### src/rtl/posit_unit_arbiter.sv
// Two-requester front end for a shared combinational posit unit.
// Round-robin grant, registered operands, fixed settle time, held response.
module posit_unit_arbiter #(
  parameter int DATA_W = 16,
  parameter int LAT    = 2
) (
  input  logic                clk,
  input  logic                rst_n,
  input  logic [1:0]          req_valid,
  output logic [1:0]          req_ready,
  input  logic [2*DATA_W-1:0] req_a,
  input  logic [2*DATA_W-1:0] req_b,
  output logic [1:0]          rsp_valid,
  input  logic [1:0]          rsp_ready,
  output logic [DATA_W-1:0]   rsp_data,
  output logic [DATA_W-1:0]   pu_in_1,
  output logic [DATA_W-1:0]   pu_in_2,
  input  logic [DATA_W-1:0]   pu_res,
  output logic                busy,
  output logic [7:0]          op_count
);

  typedef enum logic [1:0] {IDLE, EXEC, RESP} state_t;

  state_t     state, state_nxt;
  logic       prio;
  logic       owner;
  logic [3:0] cnt;
  logic       g_idx;
  logic       any_valid;
  logic [1:0] grant;
  logic       accept;
  logic       exec_done;
  logic       rsp_done;

  // Favoured requester wins; otherwise fall back to whichever one is valid.
  always_comb begin
    any_valid = |req_valid;
    g_idx     = prio;
    if (!req_valid[prio] && req_valid[~prio]) begin
      g_idx = ~prio;
    end
    grant = any_valid ? (2'b01 << g_idx) : 2'b00;
  end

  assign req_ready = (state == IDLE) ? grant : 2'b00;
  assign accept    = |(req_valid & req_ready);
  assign exec_done = (state == EXEC) && (cnt == 4'd0);
  assign rsp_done  = (state == RESP) && rsp_ready[owner];
  assign busy      = (state != IDLE);

  always_ff @(posedge clk or negedge rst_n) begin
    if (!rst_n) begin
      state <= IDLE;
    end else begin
      state <= state_nxt;
    end
  end

  always_comb begin
    state_nxt = state;
    case (state)
      IDLE:    if (accept)    state_nxt = EXEC;
      EXEC:    if (exec_done) state_nxt = RESP;
      RESP:    if (rsp_done)  state_nxt = IDLE;
      default: state_nxt = IDLE;
    endcase
  end

  always_ff @(posedge clk or negedge rst_n) begin
    if (!rst_n) begin
      prio      <= 1'b0;
      owner     <= 1'b0;
      cnt       <= 4'd0;
      pu_in_1   <= '0;
      pu_in_2   <= '0;
      rsp_data  <= '0;
      rsp_valid <= 2'b00;
      op_count  <= 8'd0;
    end else begin
      if (accept) begin
        pu_in_1 <= g_idx ? req_a[2*DATA_W-1:DATA_W] : req_a[DATA_W-1:0];
        pu_in_2 <= g_idx ? req_b[2*DATA_W-1:DATA_W] : req_b[DATA_W-1:0];
        owner   <= g_idx;
        cnt     <= 4'(LAT - 1);
      end else if ((state == EXEC) && (cnt != 4'd0)) begin
        cnt <= cnt - 4'd1;
      end
      if (exec_done) begin
        rsp_data  <= pu_res;
        rsp_valid <= 2'b01 << owner;
      end
      // Handing priority to the other side keeps contention fair.
      if (rsp_done) begin
        rsp_valid <= 2'b00;
        prio      <= ~owner;
        op_count  <= op_count + 8'd1;
      end
    end
  end

endmodule

### config.mk
export PLATFORM = sky130hd
export DESIGN_NAME = posit_unit_arbiter
export DESIGN_NICKNAME = d
export VERILOG_FILES = /design/src/rtl/posit_unit_arbiter.sv
export SDC_FILE = /design/constraint.sdc
export NUM_CORES = 1
export LEC_CHECK = 0
export ABC_CLOCK_PERIOD_IN_PS = 2100
export CAP_MARGIN = 0
export CORE_MARGIN = 10
export CORE_UTILIZATION = 35
export CTS_BUF_LIST = sky130_fd_sc_hd__clkbuf_2 sky130_fd_sc_hd__clkbuf_4 sky130_fd_sc_hd__clkbuf_8
export DETAILED_ROUTE_END_ITERATION = 16
export GPL_TIMING_DRIVEN = 0
export PLACE_DENSITY = 0.69
export SLEW_MARGIN = 0
export SYNTH_ARGS = -nofsm -noshare
export SYNTH_HDL_FRONTEND = slang
export SYNTH_SLANG_ARGS = --single-unit
### constraint.sdc
create_clock -name clk -period 2.1 [get_ports clk]
set_clock_uncertainty 0.15 [all_clocks]
set_input_delay 0.63 -clock clk [delete_from_list [all_inputs] [get_ports clk]]
set_output_delay 0.63 -clock clk [all_outputs]
set_load 0.02 [all_outputs]
* After elaboration in Yosys (flattened, before gate mapping)
Index checks and enable logic that the tools add are counted.
** Storage, ports and cells
- Logic and storage cells :: 57
- Input port bits :: 86
- Output and inout port bits :: 61
- Register bits after elaboration :: 66
** Operators by class
- Order comparisons :: 3
- $add $sub $neg :: 2
- Bitwise gates (word level) :: 3
- Shifts and indexed selects :: 2
- Eq/ne operators :: 5
- Reductions and logical operators :: 14
- Mux-type cells :: 19
** Operator list (count)
- 16-bit 2-to-1 mux :: 2
- 2-bit 2-to-1 mux :: 7
- 8-bit by 1-bit adder with 8-bit output (second input constant) :: 1
- 4-bit 2-to-1 mux :: 2
- 1-bit 2-to-1 mux :: 7
- 1-bit by 2-bit less-than comparator with 1-bit output (second input constant) :: 3
- 2-bit != test (second input constant) :: 3
- 2-bit one-hot mux with 3 select lines :: 1
- 2-bit nonzero test :: 3
- 1-bit logical AND :: 4
- 4-bit zero test :: 1
- 4-bit nonzero test :: 1
- 2-bit OR reduction :: 2
- 1-bit by 1-bit left shift with 2-bit output (first input constant) :: 2
- 4-bit by 1-bit subtractor with 4-bit output (second input constant) :: 1
- 3-bit AND reduction :: 1
- 2-bit bitwise AND :: 1
- 2-bit by 1-bit == test with 1-bit output (second input constant) :: 1
- 2-bit == test (second input constant) :: 1
- 2-bit zero test :: 1
- 1-bit NOT :: 2
- 1-bit zero test :: 1

* Logic depth before layout (Yosys ltp)
Gate-level depths: netlist of the first run.
- Word-level depth :: 12
- Depth in mapped cells :: 6
- Gate-level depth less buffers :: 5

* Worst setup path after synthesis of the first run
OpenSTA, ideal clock, no wires.
- Path kind :: input -> output
- Start :: input port req_valid[1]
- End :: output port req_ready[1]
- Slack :: -0.135 ns
- Required time :: 1.320 ns
- Buffers on the path :: 1
- Cell stages on the path :: 3
- Data arrival time :: 1.455 ns
- Cells stage by stage :: buf_2 inv_1 a211oi_1
** On the way
- Longest elaborated chain between the ends :: 8
- Elaborated cells between the ends (all ways) :: 11
- Those cells by class :: 1 x shift; 7 x mux; 3 x reduce/logical
** RTL lines
- start: declaration :: line 9 : input logic [1:0] req_valid,
- 1-bit 2-to-1 mux (not written as such) (2 in series) :: line 40 : if (!req_valid[prio] && req_valid[~prio]) begin
- 1-bit zero test :: line 40
- 1-bit logical AND :: line 40
- 1-bit 2-to-1 mux :: line 40
- 1-bit by 1-bit left shift with 2-bit output :: line 43 : grant = any_valid ? (2'b01 << g_idx) : 2'b00;
- 2-bit 2-to-1 mux * :: line 43
- 2-bit 2-to-1 mux * :: line 46 : assign req_ready = (state == IDLE) ? grant : 2'b00;
- end: declaration :: line 10 : output logic [1:0] req_ready,
Mark *: on every way between the ends. The rest lies on a longest branch, timed or not. The select of a mux whose other input is x is not followed.

* Worst setup path in the final report of the first run
- Start :: register state[1]
- End :: output port req_ready[1]
** On the way
- Longest elaborated chain between the ends :: 2
** RTL lines
- start: declaration :: line 25 : state_t state, state_nxt;
- start signal: assignment :: line 56 : state <= state_nxt;
- 2-bit zero test :: line 46
- 2-bit 2-to-1 mux :: line 46
No other way between the ends.

==> results of run 1 <==
[worst register-to-register path, stage by stage, from the launching register on]
cell and delay, ns:
dfrtp_1 0.40, inv_1 0.10, ha_1 0.19, nor3b_4 0.34
nand2_4 0.16, buf_6 0.20, mux2_4 0.30
[power by group]
group	internal (mW)	switching [mW]	leakage, nW
Clock	0.825	0.516	0.127
Sequential	1.86	0.335	0.803
Combinational	1.65	2.23	1.44
Total	4.34	3.08	2.37
[routing by layer]
| metal | vias up | GRT usage | routed length [um] |
|---|---|---|---|
| li1 | 1559 | - | - |
| met5 | - | 0 | 0 |
| met1 | 1638 | 0.2121 | 5240 |
| met2 | 159 | 0.2584 | 5571 |
| met4 | 0 | 0.04637 | 172 |
| met3 | 12 | 0.06715 | 973 |
[sequential cells by signal, indices dropped and copies added (netlist names)]
signal     cells
pu_in_2       16
owner          1
prio           1
op_count       8
pu_in_1       16
rsp_data      16
rsp_valid      2
state          2
cnt            4
[placed cells by master, fill, tap and decap left out, types with 4 or more instances in the layout]
cell | synthesis | routed
nand3_1 | 38 | 38
clkdlybuf4s50_1 | 0 | 82
buf_2 | 9 | 8
buf_4 | 0 | 9
clkbuf_8 | 0 | 11
xor2_1 | 4 | 4
dlymetal6s2s_1 | 0 | 10
mux2_4 | 8 | 8
clkbuf_1 | 26 | 23
buf_6 | 1 | 4
dfrtp_1 | 66 | 64
inv_1 | 5 | 4
o2111ai_1 | 64 | 64
dlygate4sd2_1 | 0 | 48
mux2_2 | 10 | 10
o21ai_0 | 38 | 38
[kinds of logic after synthesis]
group | count (synthesis) | share of synthesized area
mux | 21 | 0.07833
fa+ha+maj | 3 | 0.01119
buf+inv | 42 | 0.05259
compound gates | 112 | 0.2454
xor+xnor | 7 | 0.01828
flops | 66 | 0.4924
simple gates | 61 | 0.1018
[final timing paths]
| check | from | to | slack, ns |
|---|---|---|---|
| worst max-delay path | state[1] | req_ready[1] | -0.14 |
| worst min-delay path | rst_n | op_count[5] | 0.24 |
| worst max register to register | cnt[0] | rsp_data[14] | 0.14 |
| worst min register to register | op_count[7] | op_count[7] | 0.32 |
| max in group asynchronous | rst_n | state[1] | 0.94 |
| min in group clk | op_count[7] | op_count[7] | 0.32 |
[through the flow]
stage               setup TNS, ns  cells  worst slack (ns)  cell area [sq um]  total power, mW
floorplan                       0    312           0.07949               3363            4.433
global placement          -139.13    585            -2.087               4966            6.170
detailed placement         -1.671    585           -0.6086               4964            6.252
CTS                       -0.3421    605           -0.1159               5215            7.434
global route              -0.5971    608           -0.2095               5288            7.904
finish                    -0.3893    608           -0.1415               5288            7.416
[layout make-up]
cell class	count	area [sq um]
Timing Repair Buffer	151	1454
Inverter	6	25.02
Clock inverter	6	112.6
Multi-Input combinational cell	204	1565
Tap cell	129	161.4
Buffer	36	177.7
Clock buffer	10	137.6
Sequential cell	66	1654
Fill cell	812	3996
[timing repair]
action | CTS | global route
gates cloned | 0 | 0
pin swaps | 2 | 2
buffers inserted | 4 | 3
setup endpoints to repair | 51 | 13
resized for setup | 78 | 15
==> out/results.ini, run 1 <==
[floorplanning]
die_area_sq_um = 13900
io_pins = 147
die_h_um = 117.9
core-area_sq_um = 9284
start_util = 0.3613
num_rows = 35
die_w_um = 117.9

[layout]
num_antenna_cells = 0
layout.nets = 563
drive_gt1_frac = 0.1441
area_growth_pct = 57.63
utilization = 0.5695

[worst_setup_path]
arrival_ns = 1.46
start_kind = flop
cp_max_fo = 9
worstPathCellList = nor2_4, inv_4, a211oi_4, buf_6
r2r_cells = 6
crit_path_top_delay_cell = dfrtp_2
cp.required_ns = 1.32
cp.buffers_inverters = 2
crit_type = flop to primary output
cp-end-kind = primary output
critical-path-max-stage-delay_ns = 0.44
critical_path.top_delay_family = flip-flops
critical_path_depth = 4

[global_route]
grt_max_degree = 67
grt_usage = 0.1679
grt_pass1_vias = 3478
grt_pass1_wl_mm = 19.32
grt_antenna_before_repair = 0
grt_overflow_total = 0

[clock_tree]
cts.clk_slew.worst_paths_ns = 0.08
cts_inserted_buffers = 9
cts_tree = yes
postCtsHoldBufs = 0
clock-sinks = 66
cts_htree_levels = 3
ctsLongestPathBuffers = 2
ctsRootBufferMaster = clkbuf_8
clk_latency_ns = 0.34

[power]
p_per_area_nw_per_um2 = 1403
max-vdd-ir-drop_v = 0.0005770
leakagePower_nw = 2.368

[timing]
fmax_ghz = 0.4461
fin_crit_sh = 1.067
hold_violations = 0
rsz0062_at_grt = true
setup_ws_ns = -0.1415
slew_viol_final = 0
period_needed_ns = 2.242
holdWs_ns = 0.2384
setup_viol = 3
worst-slew-pin-transition_ns = 0.8666
slew_headroom = 0.4223

[placed_design]
port-buffer-count = 144
dpl.hpwl_mm = 8.728
gp_congestion = 0.8320

[logic_synthesis]
synth_edf_count = 0
async_reset_ff_frac = 1.000
yosys_warnings = 0
yosysMostFrequentCell = dfrtp_1
synth_cell_types = 36
synth_seq_area_share = 0.4924
synthesis.nets = 401
synth_seq_cells = 66
synthTopCellsByCount = 66 x dfrtp_1, 64 x o2111ai_1, 38 x nand3_1, 38 x o21ai_0, 26 x clkbuf_1
synth.cell_area_sq_um = 3354
synth_area_leaders = dfrtp_1 49%, o2111ai_1 17%, nand3_1 5.7%, o21ai_0 5.7%, mux2_4 3.6%
synth_cells = 312
synth-main-ff-cell = dfrtp_1
yosys.area.top_type_share = 0.4924
synth_area_leader_cell = dfrtp_1
avgSynthCellArea_sq_um = 10.75

[routing]
drt_iter0_drc = 162
routed_wl_mm = 11.96
dr.pass1.iters = 4
vias = 3368
drtAntennaViolNets = 0
drc = 0
routedWlPerCell_um = 19.67
via_per_inst = 5.539

[outcome]
failed_checks = negative setup slack
status = complete, but fails checks

[min_path]
holdCritPathClass = primary input to async pin

[flow_run]
maxCapViolations = 0

No activity file was read; power rests on OpenSTA's default activity.
==> inputs of run 2 (changes only) <==
--- a/config.mk
+++ b/config.mk
@@ -12,6 +12,7 @@
 export CTS_BUF_LIST = sky130_fd_sc_hd__clkbuf_2 sky130_fd_sc_hd__clkbuf_4 sky130_fd_sc_hd__clkbuf_8
 export DETAILED_ROUTE_END_ITERATION = 16
 export GPL_TIMING_DRIVEN = 0
+export MAX_ROUTING_LAYER = met4
 export PLACE_DENSITY = 0.69
 export SLEW_MARGIN = 0
 export SYNTH_ARGS = -nofsm -noshare
==> run 2 against run 1 <==
The run still ends with negative setup slack left. Worst setup slack better by 0.0022 ns. Via count is 0.15% lower. Sequential share of layout area stayed put. First-iteration DRC count is 25% higher. Register-to-register slack worse by 0.02 ns. Flip-flop and latch count stayed put. Routed wire length is 0.31% lower. Clock-buffer cell count stayed put. Critical path type unchanged.
==> out/results.ini, run 2 (synthesis gave the netlist of run 1 again) <==
[placed_design]
port-buffer-count = 144  ; unchanged
dpl.hpwl_mm = 8.728  ; unchanged
gp_congestion = 0.8447  ; was 0.8320
placed_area_sq_um = 4964  ; unchanged

[worst_setup_path]
r2r_cells = 6  ; unchanged
crit_path_top_delay_cell = dfrtp_2  ; unchanged
critical_path_depth = 4  ; unchanged
startpoint = state[1]  ; unchanged
r2r-start = cnt[0]  ; unchanged
critical_path.top_delay_family = flip-flops  ; unchanged
r2r_end = rsp_data[14]  ; unchanged
arrival_ns = 1.46  ; about the same
critical-path-max-stage-delay_ns = 0.44  ; about the same
critPathCapture = req_ready[1]  ; unchanged
cp-end-kind = primary output  ; unchanged
worstPathCellList = nor2_4, inv_4, a211oi_4, buf_6  ; unchanged
crit_type = flop to primary output  ; unchanged
cp.required_ns = 1.32  ; about the same
start_kind = flop  ; unchanged
r2r_slack_ns = 0.12  ; was 0.14 ns
cp_max_fo = 9  ; unchanged
cp.buffers_inverters = 2  ; unchanged

[power]
netSwitchingFraction = 0.4149  ; about the same
p_clk_frac = 0.181  ; about the same
p_switching_mw = 3.077  ; about the same
seq_power_share = 0.296  ; about the same
pwr-share-comb = 0.523  ; about the same
leakagePower_nw = 2.368  ; unchanged
p_int_mw = 4.339  ; about the same
p_per_area_nw_per_um2 = 1402  ; was 1403 nW/um^2
max-vdd-ir-drop_v = 0.0005756  ; was 0.0005770 V

[floorplanning]
die_w_um = 117.9  ; unchanged
io_pins = 147  ; unchanged
die_area_sq_um = 13900  ; unchanged
die_h_um = 117.9  ; unchanged
num_rows = 35  ; unchanged
core-area_sq_um = 9284  ; unchanged
start_util = 0.3613  ; unchanged

[timing]
hold_violations = 0  ; unchanged
fin_crit_sh = 1.066  ; was 1.067
fmax_ghz = 0.4466  ; was 0.4461 GHz
slew_headroom = 0.4337  ; was 0.4223
period_needed_ns = 2.239  ; was 2.242 ns
rsz0062_at_grt = true  ; unchanged
holdWs_ns = 0.2307  ; was 0.2384 ns
setup_ws_ns = -0.1393  ; was -0.1415 ns
slew_viol_final = 0  ; unchanged
setup_viol = 3  ; unchanged
worst-slew-pin-transition_ns = 0.8495  ; was 0.8666 ns

[layout]
drive_gt1_frac = 0.1441  ; unchanged
layout.nets = 563  ; unchanged
final_cell_mix = 82 x clkdlybuf4s50_1, 64 x o2111ai_1, 64 x dfrtp_1  ; unchanged
final_common_cell = clkdlybuf4s50_1  ; unchanged
nFillCells = 812  ; unchanged
utilization = 0.5695  ; unchanged
reg.largest.list = pu_in_1 (16), pu_in_2 (16), rsp_data (16)  ; unchanged
num_antenna_cells = 0  ; unchanged
area_growth_pct = 57.63  ; unchanged
post-route-cell-area_sq_um = 5288  ; unchanged

[routing]
drtAntennaViolNets = 0  ; unchanged
vias = 3363  ; was 3368
routedWlPerCell_um = 19.61  ; was 19.67 um
drc = 0  ; unchanged
dr.pass1.iters = 5  ; was 4
drt_iter0_drc = 203  ; was 162
via_per_inst = 5.531  ; was 5.539
routed_wl_mm = 11.92  ; was 11.96 mm

[global_route]
grt_overflow_total = 0  ; unchanged
grt_pass1_vias = 3485  ; was 3478
grt_antenna_before_repair = 0  ; unchanged
grt_usage = 0.1729  ; was 0.1679
grt_pass1_wl_mm = 19.31  ; was 19.32 mm
grt_max_degree = 67  ; unchanged

[clock_tree]
ctsLongestPathBuffers = 2  ; unchanged
cts_inserted_buffers = 9  ; unchanged
clk_latency_ns = 0.34  ; about the same
cts.clk_slew.worst_paths_ns = 0.08  ; about the same
ctsRootBufferMaster = clkbuf_8  ; unchanged
clock-sinks = 66  ; unchanged
postCtsHoldBufs = 0  ; unchanged
cts_htree_levels = 3  ; unchanged
cts_tree = yes  ; unchanged

[min_path]
holdCritPathClass = primary input to async pin  ; unchanged

[outcome]
status = complete, but fails checks  ; unchanged
failed_checks = negative setup slack  ; unchanged

[flow_run]
maxCapViolations = 0  ; unchanged

==> run 2: cell counts in the layout (fill, tap and decap cells not counted) <==
Identical to the previous run, type by type.
==> run 2: worst reg2reg max path: cells and delay by family (launching register included) <==
family / cells / cell delay (ns)
buffers and inverters: 2 / 0.30
muxes: 1 / 0.30
DFF: 1 / 0.40
adders and majority gates: 1 / 0.19
and+or+nand+nor: 2 / 0.51
==> run 2: layer usage <==
metal / share of wire / wire length [um] / vias up / track usage
met1: 0.45 / 5395 / 1624 / 0.2218
met4: 0.017 / 198 / 0 / 0.04637
met2: 0.46 / 5530 / 162 / 0.2577
met3: 0.067 / 797 / 17 / 0.05324
li1: - / - / 1560 / -
met5: 0 / 0 / - / -
==> run 2: what timing repair did <==
item | in CTS | in global routing
gates resized for setup | 78 | 15
pin swaps | 2 | 2
buffers inserted | 4 | 3
setup endpoints to repair | 51 | 13
==> run 2: how the worst min path moves through the flow <==
stage | end | cells after the start
detailed placement | op_count[7] | 1
finish | pu_in_1[14] | 1
CTS | op_count[5] | 1
global route | pu_in_1[14] | 1
global placement | op_count[7] | 1
floorplan | cnt[0] | 0
==> run 2: area by class of cell <==
cell class / instances / area, sq um / share of cell area
plain buffers: 36 / 177.7 / 0.03360
clock buffers: 10 / 137.6 / 0.02603
clock inverters: 6 / 112.6 / 0.02130
inverters: 6 / 25.02 / 0.004733
multi-input cells: 204 / 1565 / 0.2960
flip-flops and latches: 66 / 1654 / 0.3128
well taps: 129 / 161.4 / 0.03053
repair buffers: 151 / 1454 / 0.2750
==> run 2: metrics by stage <==
step / std cells / setup WS [ns] / power, mW / TNS [ns]
CTS: 605 / -0.1159 / 7.434 / -0.3421
global route: 608 / -0.2095 / 7.905 / -0.5971
finish: 608 / -0.1393 / 7.416 / -0.3827
floorplan: 312 / 0.07949 / 4.433 / 0
detailed placement: 585 / -0.6086 / 6.252 / -1.671
global placement: 585 / -2.087 / 6.170 / -139.13
==> run 2: power groups by stage <==
stage                     combinational [mW]  clock (mW)  sequential, mW
after floorplan                         1.62           0            2.82
after global placement                  3.95           0            2.22
after detailed placement                4.01           0            2.24
after CTS                               3.86        1.38            2.20
after global routing                    4.21        1.43            2.27
final                                   3.88        1.34            2.19
